$ cat src/rtl/fetch_pkg.sv
// Shared types and constants for the instruction fetch unit.
package fetch_pkg;

  // Fetch control states: issue a request, wait for its data, or discard stale data.
  typedef enum logic [1:0] {
    ST_FETCH = 2'd0,
    ST_WAIT  = 2'd1,
    ST_DROP  = 2'd2
  } state_t;

  localparam int unsigned PC_INC      = 4;
  localparam int unsigned DEF_ADDR_W  = 64;
  localparam int unsigned DEF_INSTR_W = 32;
  localparam int unsigned DEF_DEPTH   = 4;

  // Occupancy counter width: must represent 0..depth inclusive.
  function automatic int unsigned cnt_width(input int unsigned depth);
    return $clog2(depth) + 1;
  endfunction

endpackage

$ cat src/rtl/fetch_queue.sv
// Small synchronous FIFO holding {pc, instruction} entries for decode.
module fetch_queue
  import fetch_pkg::*;
#(
  parameter int unsigned WIDTH = DEF_ADDR_W + DEF_INSTR_W,
  parameter int unsigned DEPTH = DEF_DEPTH,
  localparam int unsigned PTR_W = $clog2(DEPTH),
  localparam int unsigned CNT_W = cnt_width(DEPTH)
) (
  input  logic             clk,
  input  logic             rst,
  input  logic             push,
  input  logic [WIDTH-1:0] push_data,
  input  logic             pop,
  input  logic             flush,
  output logic [WIDTH-1:0] head,
  output logic [CNT_W-1:0] count
);

  logic [WIDTH-1:0] mem [DEPTH];
  logic [PTR_W-1:0] rd_ptr;
  logic [PTR_W-1:0] wr_ptr;
  logic             do_push;
  logic             do_pop;

  // Flush wins over push and pop; a push into a full queue is only taken alongside a pop.
  assign do_pop  = pop && (count != '0) && !flush;
  assign do_push = push && !flush && ((count != CNT_W'(DEPTH)) || do_pop);
  assign head    = mem[rd_ptr];

  // Pointer and occupancy tracking; pointers wrap naturally since DEPTH is a power of two.
  always_ff @(posedge clk or posedge rst) begin
    if (rst) begin
      rd_ptr <= '0;
      wr_ptr <= '0;
      count  <= '0;
    end else if (flush) begin
      rd_ptr <= '0;
      wr_ptr <= '0;
      count  <= '0;
    end else begin
      if (do_push) wr_ptr <= wr_ptr + PTR_W'(1);
      if (do_pop)  rd_ptr <= rd_ptr + PTR_W'(1);
      count <= count + CNT_W'(do_push) - CNT_W'(do_pop);
    end
  end

  // Entry storage; contents need no reset since count gates visibility.
  always_ff @(posedge clk) begin
    if (do_push) mem[wr_ptr] <= push_data;
  end

endmodule

$ cat src/rtl/instr_fetch.sv
// Instruction fetch unit: one outstanding imem read, PC sequencing/redirect, decode queue.
module instr_fetch
  import fetch_pkg::*;
#(
  parameter int unsigned ADDR_W  = DEF_ADDR_W,
  parameter int unsigned INSTR_W = DEF_INSTR_W,
  parameter int unsigned DEPTH   = DEF_DEPTH
) (
  input  logic               clk,
  input  logic               rst,
  input  logic [ADDR_W-1:0]  pc_cur,
  output logic [ADDR_W-1:0]  pc_newpc,
  output logic               pc_w,
  output logic               imem_req_valid,
  input  logic               imem_req_ready,
  output logic [ADDR_W-1:0]  imem_req_addr,
  input  logic               imem_rsp_valid,
  input  logic [INSTR_W-1:0] imem_rsp_data,
  input  logic               redirect_valid,
  input  logic [ADDR_W-1:0]  redirect_pc,
  output logic               instr_valid,
  input  logic               instr_ready,
  output logic [INSTR_W-1:0] instr_data,
  output logic [ADDR_W-1:0]  instr_pc
);

  localparam int unsigned ENT_W = ADDR_W + INSTR_W;
  localparam int unsigned CNT_W = cnt_width(DEPTH);

  state_t             state;
  state_t             next_state;
  logic [ADDR_W-1:0]  req_pc;
  logic [CNT_W-1:0]   count;
  logic [ENT_W-1:0]   head;
  logic               space;
  logic               req_valid_c;
  logic               pc_w_c;
  logic [ADDR_W-1:0]  newpc_c;
  logic               push_c;
  logic               flush_c;
  logic               load_req_c;
  logic               pop_c;

  // With at most one read in flight, any free entry now is still free when data returns.
  assign space = (count < CNT_W'(DEPTH));

  // State and request-PC registers.
  always_ff @(posedge clk or posedge rst) begin
    if (rst) begin
      state  <= ST_FETCH;
      req_pc <= '0;
    end else begin
      state <= next_state;
      if (load_req_c) req_pc <= pc_cur;
    end
  end

  // Next-state and control decode; redirect overrides everything else.
  always_comb begin
    next_state  = state;
    req_valid_c = 1'b0;
    pc_w_c      = 1'b0;
    newpc_c     = pc_cur;
    push_c      = 1'b0;
    flush_c     = 1'b0;
    load_req_c  = 1'b0;
    if (redirect_valid) begin
      pc_w_c  = 1'b1;
      newpc_c = redirect_pc;
      flush_c = 1'b1;
      unique case (state)
        ST_FETCH: next_state = ST_FETCH;
        // A response in the redirect cycle closes the outstanding read; otherwise drop it later.
        ST_WAIT:  next_state = imem_rsp_valid ? ST_FETCH : ST_DROP;
        ST_DROP:  next_state = imem_rsp_valid ? ST_FETCH : ST_DROP;
        default:  next_state = ST_FETCH;
      endcase
    end else begin
      unique case (state)
        ST_FETCH: begin
          req_valid_c = space;
          if (space && imem_req_ready) begin
            pc_w_c     = 1'b1;
            newpc_c    = pc_cur + ADDR_W'(PC_INC);
            load_req_c = 1'b1;
            next_state = ST_WAIT;
          end
        end
        ST_WAIT: begin
          if (imem_rsp_valid) begin
            push_c     = 1'b1;
            next_state = ST_FETCH;
          end
        end
        ST_DROP: begin
          if (imem_rsp_valid) next_state = ST_FETCH;
        end
        default: next_state = ST_FETCH;
      endcase
    end
  end

  // Decode queue of {pc, instruction} entries.
  fetch_queue #(
    .WIDTH (ENT_W),
    .DEPTH (DEPTH)
  ) u_queue (
    .clk       (clk),
    .rst       (rst),
    .push      (push_c),
    .push_data ({req_pc, imem_rsp_data}),
    .pop       (pop_c),
    .flush     (flush_c),
    .head      (head),
    .count     (count)
  );

  // Outputs are combinational and forced quiet while reset is asserted.
  assign imem_req_valid = !rst && req_valid_c;
  assign imem_req_addr  = pc_cur;
  assign pc_w           = !rst && pc_w_c;
  assign pc_newpc       = rst ? pc_cur : newpc_c;
  assign instr_valid    = !rst && (count != '0) && !redirect_valid;
  assign pop_c          = instr_valid && instr_ready;
  assign instr_pc       = head[ENT_W-1:INSTR_W];
  assign instr_data     = head[INSTR_W-1:0];

endmodule

$ cat config.mk
export PLATFORM = sky130hd
export DESIGN_NAME = instr_fetch
export DESIGN_NICKNAME = d
export VERILOG_FILES = /design/src/rtl/fetch_pkg.sv /design/src/rtl/fetch_queue.sv /design/src/rtl/instr_fetch.sv
export SDC_FILE = /design/constraint.sdc
export NUM_CORES = 1
export LEC_CHECK = 0
export BUFFER_PORTS_ARGS = -buffer_cell sky130_fd_sc_hd__clkbuf_2
export CAP_MARGIN = 20
export CORE_MARGIN = 4
export CORE_UTILIZATION = 55
export CTS_CLUSTER_DIAMETER = 60
export DETAILED_ROUTE_END_ITERATION = 7
export PLACE_DENSITY_LB_ADDON = 0.15
export SLEW_MARGIN = 10
export SYNTH_ARGS = -nofsm -noshare
export SYNTH_HDL_FRONTEND = slang
export SYNTH_SLANG_ARGS = --single-unit
export TNS_END_PERCENT = 5
$ cat constraint.sdc
create_clock -name clk -period 4.94 [get_ports clk]
set_input_delay 0.247 -clock clk [delete_from_list [all_inputs] [get_ports clk]]
set_output_delay 0.247 -clock clk [all_outputs]
set_load 0.1 [all_outputs]
==> summary.md, run 1 <==
| Metric | Value |
|---|---|
| First DRT Iteration DRCs | 942 |
| FMAX | between 0.2 and 0.25 GHz |
| RSZ-0062 raised after global routing | false |
| Arr. time, crit path | 3.83 ns |
| Slew margin rel. | 0.266 |
| Final Cycle Share | 0.826 |
| Period minus WS final | ~4.1 ns |
| Pwr dens | 459 nW/um^2 |
| Overall routing resource usage | 0.263 |
| Std-Cell Rows | between 60 and 70 |
| Chip Width | 199 um |
| Final worst setup slack | 0.859 ns |
| Die ar. | 39500 um^2 |
| CP Data Required Time | 4.69 ns |
| Hold_sp | pc_cur[10] |
| # hold bufs at CTS | 40 |
| Hold path cells | 2 |
| Clock Skews | between 0.015 and 0.02 ns |
| GPL Wtd Cong | ~0.91 |
| Max cap viols | 0 |
| Dpl ws | 1.50 ns |
| Ys flop type | edfxtp_1 |
| I/O Buffers | 392 |
| Fraction of layout cells with a size suffix above 1 | 0.406 |
| Io pins | between 300 and 400 |
| Outcome | finished, final reports clean |
| CP peak stage delay | 0.65 ns |
| Via count | 12783 |
| CP Max Fanout | 12 |
| Cell variety after synth | 66 |
| Post-CTS Setup Inserts | 0 |
| Vias/cell | 6.11 |
| Largest net degree at the start of global routing | 84 |
| Clock Pin Slew Worst Setup and Hold Paths | 0.06 ns |
| Commonest non-fill, non-tap cell in the layout | clkbuf_2 |
| Sequential area share after synthesis | 0.667 |
| Slowest stage cell on the critical path | nor4_2 |
| Static Leak | 0.00863 uW |
| Synth Register Bits | 457 |
| Htree depth | 2 |
| Synth async-reset ratio | 0.160 |
| FILL cells | 2599 |
| Overflow after GRT | 0 |
| Worst-Skew Late Latency | 0.56 ns |
| Cell Area, Synth | 20000 um^2 |
| DR WL met3 | 4520 um |
| Area of the multi-input gates | 5860 um^2 |
| Post-DR wirelength/cell | 25.2 um |
| First-pass GRT wire length | 78700 um |
| Synth Warn # | 0 |
| Root Driver | clkbuf_16 |
| Residual DRC count | 0 |
| Vert. Die Dim | 199 um |
| R2R depth | 7 |
| CP Capture Type | output port |
| FF/Latch Area | 13400 um^2 |
| Crit path kind | register to output port |
| Layout area overhead | 19.1% |
| Synth Net Count | 1407 |
| Routed Antenna Nets | 0 |
| Post-cts sizing count | 0 |
| Placeable Area | 35700 um^2 |
| TritonCTS clock tree | yes |
| CP startpoint kind | register |
| Critical-path cell list | inv_1 -> ha_1 -> nand3b_4 -> nor4_2 -> nand3_2 -> or3_1 -> o211ai_1 -> clkbuf_2 |
| Synth Instances | ~1200 |
| Worst-Margin Slew | 1.09 ns |
| Routed met1 length | roughly 21000 um |
| Final setup fails | 0 |
| TNS Setup | 0 ns |
| Commonest non-fill, non-tap cells in the layout | clkbuf_2, edfxtp_1, mux4_2, dfrtp_1, mux2_2 |
| CTS sink cnt | 457 |
| Count of final hold-check violations | 0 |
| Vias in the first global route | 12734 |
| Drt pass-1 iters | 5 |
| Max Slew Vio Count | 0 |
| WL met2 | between 20000 and 30000 um |
| Hold endpoint | req_pc[10]$_DFFE_PP0P_ |
| Nets | 1770 |
| Critical R2R Launch | state[1]$_DFFE_PP0P_ |
| Maximum VDD drop | 0.253 mV |
| TritonCTS buffer count | 45 |
| Max Used Layer | met5 |
| R2r setup slk | 2.21 ns |
| Final wirelength | 52800 um |
| Initial antenna violation count | 4 |
| Initial Util | 0.560 |
| Syn avg cell area | 16.3 um^2 |
| Clk buf depth | 3 |
| Hold WC Path Type | primary input to register |
| Post-synth EDFFs | 384 |
| Reg2reg end | u_queue.mem[0][3]$_DFFE_PP_ |
| Final HPWL DP | 34100 um |
[critical path, delay by kind of cell (launching register included)]
kind,cells,cell delay [ns]
compound gates,1,0.18
fa+ha+maj,1,0.32
buf+inv,2,0.55
flops,1,0.39
simple gates,4,1.81
[synthesized netlist by cell type, drive strengths merged (6+ instances only)]
cell type / number / area, um^2
mux4: 96 / 2160
and4: 7 / 61.3
clkbuf: 46 / 173
ha: 9 / 113
nand4: 24 / 178
nor2: 61 / 229
and3: 15 / 93.8
dfrtp: 73 / 1830
or4: 12 / 90.1
a22oi: 23 / 173
inv: 21 / 78.8
a21oi: 27 / 135
nand2: 46 / 173
or3: 6 / 37.5
nand3: 44 / 250
o22ai: 8 / 50.1
a31oi: 6 / 37.5
edfxtp: 384 / 11500
o31a: 6 / 52.6
nor4: 16 / 179
o21ai: 27 / 135
o211ai: 11 / 82.6
a211oi: 10 / 75.1
buf: 88 / 592
and2: 7 / 43.8
nor3: 19 / 95.1
mux2: 65 / 732
[cells by family after synthesis]
group / count (synthesis) / synth area share
DFF: 457 / 0.667
and+or+nand+nor: 276 / 0.0793
AOI/OAI and AO/OA: 165 / 0.0575
muxes: 163 / 0.145
buffers and inverters: 155 / 0.0421
adders and majority gates: 10 / 0.00662
xor gates and xnor gates: 5 / 0.00219
[sequential cells by signal, indices dropped and copies added (netlist names)]
register        count
req_pc             64
state               2
u_queue.count       3
u_queue.mem       384
u_queue.rd_ptr      2
u_queue.wr_ptr      2
[through the flow]
stage / power, uW / cells / util / hold slack (ns) / area [um^2]
after global placement: 7700 / 1967 / 0.617 / 0.467 / 22000
after detailed placement: 7770 / 1967 / 0.617 / 0.472 / 22000
final: 11000 / 2093 / 0.667 / 0.0176 / 23900
after floorplan: 7340 / 1231 / - / 0.346 / 20000
after CTS: 11000 / 2090 / 0.667 / 0.00491 / 23800
after global routing: 11300 / 2093 / 0.667 / 0.0196 / 23900
[final cells by class]
type                       count  share of cell area
sequential                   457               0.560
multi-input combinational    619               0.246
timing repair buffer         450               0.108
clock buffer                  56              0.0503
tap                          461              0.0242
clock inverter                27             0.00829
inverter                      21             0.00341
antenna                        2            0.000210
[where the power goes]
group	total, uW	internal (uW)	switching (uW)
registers	5220	4850	367
clock network	3230	1830	1400
logic	2500	642	1860
[layer usage]
metal / vias to the layer above / GRT usage
met5: - / 0
met4: 4 / 0.0947
met3: 122 / 0.0584
met2: 580 / 0.422
met1: 6450 / 0.362
li1: 5627 / -
[worst max path at each step]
| stage | end | cells past startpoint | startpoint |
|---|---|---|---|
| floorplan | pc_newpc[29] | 4 | rst |
| finish | pc_newpc[57] | 8 | state[0]$_DFFE_PP0P_ |
| global route | pc_newpc[49] | 8 | state[1]$_DFFE_PP0P_ |
| detailed placement | pc_newpc[57] | 8 | state[0]$_DFFE_PP0P_ |
| global placement | pc_newpc[57] | 8 | state[0]$_DFFE_PP0P_ |
| CTS | pc_newpc[57] | 8 | state[0]$_DFFE_PP0P_ |
(Power assumes the default switching activity.)
==> inputs of run 2 (changes only) <==
Clock period 4.94 ns to 4.1 ns, I/O delays scaled along.
==> run 2 against run 1 <==
  * Combinational power is 27% higher
  * Global-route usage is 0.92 points higher
  * Critical endpoint is now pc_newpc[48]
  * Total power is 24% higher
  * Largest cell class unchanged
  * Critical path type is now primary input to output port
  * Wire length is 3.2% higher
  * Highest routed layer unchanged
  * Non-clock buffer count is 31 higher
  * Clock power is 27% higher
  * Clock skew is 0.0040 ns lower
  * Largest power group unchanged
  * Sequential share of layout area is 2.2 points lower
==> summary.md, run 2 (same netlist as run 1, synthesis figures left out) <==
| Metric | Value |
|---|---|
| Max cap viols | 0 (unchanged) |
| Slowest stage cell on the critical path | nor4_4 (was nor4_2) |
| Post-CTS Setup Inserts | 0 (unchanged) |
| Die ar. | 39500 um^2 (unchanged) |
| Commonest non-fill, non-tap cells in the layout | edfxtp_1, clkbuf_2, mux4_2, dfrtp_1, mux2_2 (was clkbuf_2, edfxtp_1, mux4_2, dfrtp_1, mux2_2) |
| Area of the multi-input gates | 5870 um^2 (was 5860 um^2) |
| Max FFs per register | 384 (unchanged) |
| Buf/Inv on CP | 3 (was 2) |
| CP top delay family | simple AND/OR/NAND/NOR gates (unchanged) |
| Largest net degree at the start of global routing | 62 (was 84) |
| CP Capture Type | output port (unchanged) |
| Clock Skews | 0.0146 ns (was 0.0186 ns) |
| TritonCTS buffer count | 46 (was 45) |
| TritonCTS clock tree | yes (unchanged) |
| CP Data Required Time | 3.89 ns (was 4.69 ns) |
| Placeable Area | 35700 um^2 (unchanged) |
| CP peak stage delay | 0.81 ns (was 0.65 ns) |
| CP dominant cell by count | clkbuf_2 |
| Std-Cell Rows | 69 (unchanged) |
| FF/Latch Area | 13400 um^2 (unchanged) |
| Post-DR wirelength/cell | 25.7 um (was 25.2 um) |
| First DRT Iteration DRCs | 1115 (was 942) |
| Initial antenna violation count | 8 (was 4) |
| # hold bufs at CTS | 53 (was 40) |
| Io pins | 393 (unchanged) |
| Pwr dens | 546 nW/um^2 (was 459 nW/um^2) |
| Hold WC Path Type | primary input to register (unchanged) |
| First-pass GRT wire length | 81200 um (was 78700 um) |
| Worst-Skew Late Latency | 0.55 ns (was 0.56 ns) |
| Final wirelength | 54600 um (was 52800 um) |
| Vert. Die Dim | 199 um (unchanged) |
| Htree depth | 2 (unchanged) |
| Commonest non-fill, non-tap cell in the layout | edfxtp_1 (was clkbuf_2) |
| Overflow after GRT | 0 (unchanged) |
| Period minus WS final | 3.88 ns |
| Final setup fails | 0 (unchanged) |
| Top reg by flops | u_queue.mem (unchanged) |
| Final Cycle Share | 0.947 |
| CP startpoint kind | primary input (was register) |
| Top Registers | u_queue.mem: 384 flops, req_pc: 64 flops, u_queue.count: 3 flops (unchanged) |
| CTS sink cnt | 457 (unchanged) |
| FILL cells | 2454 (was 2599) |
| Maximum VDD drop | 0.369 mV (was 0.253 mV) |
| Layout area overhead | 24.0% (was 19.1%) |
| Residual DRC count | 0 (unchanged) |
| I/O Buffers | 392 (unchanged) |
| Arr. time, crit path | 3.68 ns (was 3.83 ns) |
| FMAX | about 0.26 GHz |
| Max Slew Vio Count | 0 (unchanged) |
| GPL Wtd Cong | 0.875 (was 0.912) |
| Nets | 1802 (was 1770) |
| Overall routing resource usage | 0.273 (was 0.263) |
| Root Driver | clkbuf_16 (unchanged) |
| RSZ-0062 raised after global routing | false (unchanged) |
| Total power | 13600 uW (was 11000 uW) |
| Crit path kind | primary input to output port (was register to output port) |
| Post-cts sizing count | 0 (unchanged) |
| Drt pass-1 iters | 5 (unchanged) |
| Static Leak | 0.00904 uW (was 0.00863 uW) |
| Final Util | 0.695 (was 0.667) |
| Outcome | finished, final reports clean (unchanged) |
| Initial Util | 0.560 (unchanged) |
| Via count | 13043 (was 12783) |
| Vias/cell | 6.13 (was 6.11) |
| Vias in the first global route | 13317 (was 12734) |
| Fraction of layout cells with a size suffix above 1 | 0.414 (was 0.406) |
| Slew margin rel. | 0.409 (was 0.266) |
| WHS | 0.0221 ns (was 0.0176 ns) |
| Chip Width | 199 um (unchanged) |
| Final HPWL DP | 35900 um (was 34100 um) |
| Critical-path cell list | dlygate4sd3_1 -> clkbuf_2 -> nand3_1 -> nor4_4 -> nand4_1 -> a21oi_1 -> a2bb2oi_1 -> clkbuf_2 (was inv_1 -> ha_1 -> nand3b_4 -> nor4_2 -> nand3_2 -> or3_1 -> o211ai_1 -> clkbuf_2) |
| Clk buf depth | 3 (unchanged) |
| CP Max Fanout | 14 (was 12) |
| Clock Pin Slew Worst Setup and Hold Paths | 0.05 ns (was 0.06 ns) |
| Count of final hold-check violations | 0 (unchanged) |
| Routed Antenna Nets | 0 (unchanged) |
| Worst-Margin Slew | 0.887 ns (was 1.09 ns) |
[run 2: final timing paths]
kind,start,endpoint,slack (ns),cells past startpoint
max,pc_cur[10],pc_newpc[48],0.22,8
min,pc_cur[55],req_pc[55]$_DFFE_PP0P_,0.02,2
max reg2reg,u_queue.count[2]$_DFF_PP0_,u_queue.count[2]$_DFF_PP0_,1.62,9
min reg2reg,req_pc[24]$_DFFE_PP0P_,u_queue.mem[2][56]$_DFFE_PP_,0.51,0
max in group asynchronous,rst,u_queue.rd_ptr[1]$_DFFE_PP0P_,3.28,3
min in group asynchronous,rst,req_pc[43]$_DFFE_PP0P_,0.31,3
[run 2: worst reg2reg max path: stages (launching register included)]
cell and delay (ns):
dfrtp_1 0.52, nor3_1 0.14, nor3b_1 0.48, ha_1 0.33, inv_1 0.06, ha_1 0.14
inv_1 0.05, fa_1 0.39, xnor2_1 0.17, nor2_1 0.05
[run 2: cell type report]
| class | instances | area share |
|---|---|---|
| diodes | 1 | 0.000101 |
| clock buffers | 62 | 0.0516 |
| clock inverters | 24 | 0.00862 |
| inverters | 21 | 0.00327 |
| multi-input cells | 619 | 0.236 |
| flip-flops and latches | 457 | 0.538 |
| well taps | 461 | 0.0232 |
| repair buffers | 481 | 0.139 |
[run 2: per-stage QoR]
stage | area, um^2 | TNS [ns] | instances | setup slack (ns)
2_1_floorplan | 20000 | -0.0286 | 1231 | -0.0286
6_report | 24800 | 0 | 2126 | 0.218
4_1_cts | 24800 | 0 | 2125 | 0.283
3_3_place_gp | 22800 | 0 | 1986 | 0.956
3_5_place_dp | 22800 | 0 | 1986 | 0.855
5_1_grt | 24800 | 0 | 2126 | 0.0998
[run 2: power breakdown]
| part | internal (uW) | total, uW | switching [uW] |
|---|---|---|---|
| clock | 2400 | 4100 | 1700 |
| sequential | 5840 | 6300 | 453 |
| combinational | 897 | 3170 | 2270 |
[run 2: routing by layer]
layer | routed length, um | vias to the layer above | track usage | part of all wire
met2 | 26700 | 609 | 0.442 | 0.49
met3 | 4770 | 132 | 0.0708 | 0.087
met4 | 1890 | 12 | 0.0887 | 0.035
met1 | 21100 | 6600 | 0.366 | 0.39
met5 | 81 | - | 0 | 0.0015
li1 | - | 5690 | - | -
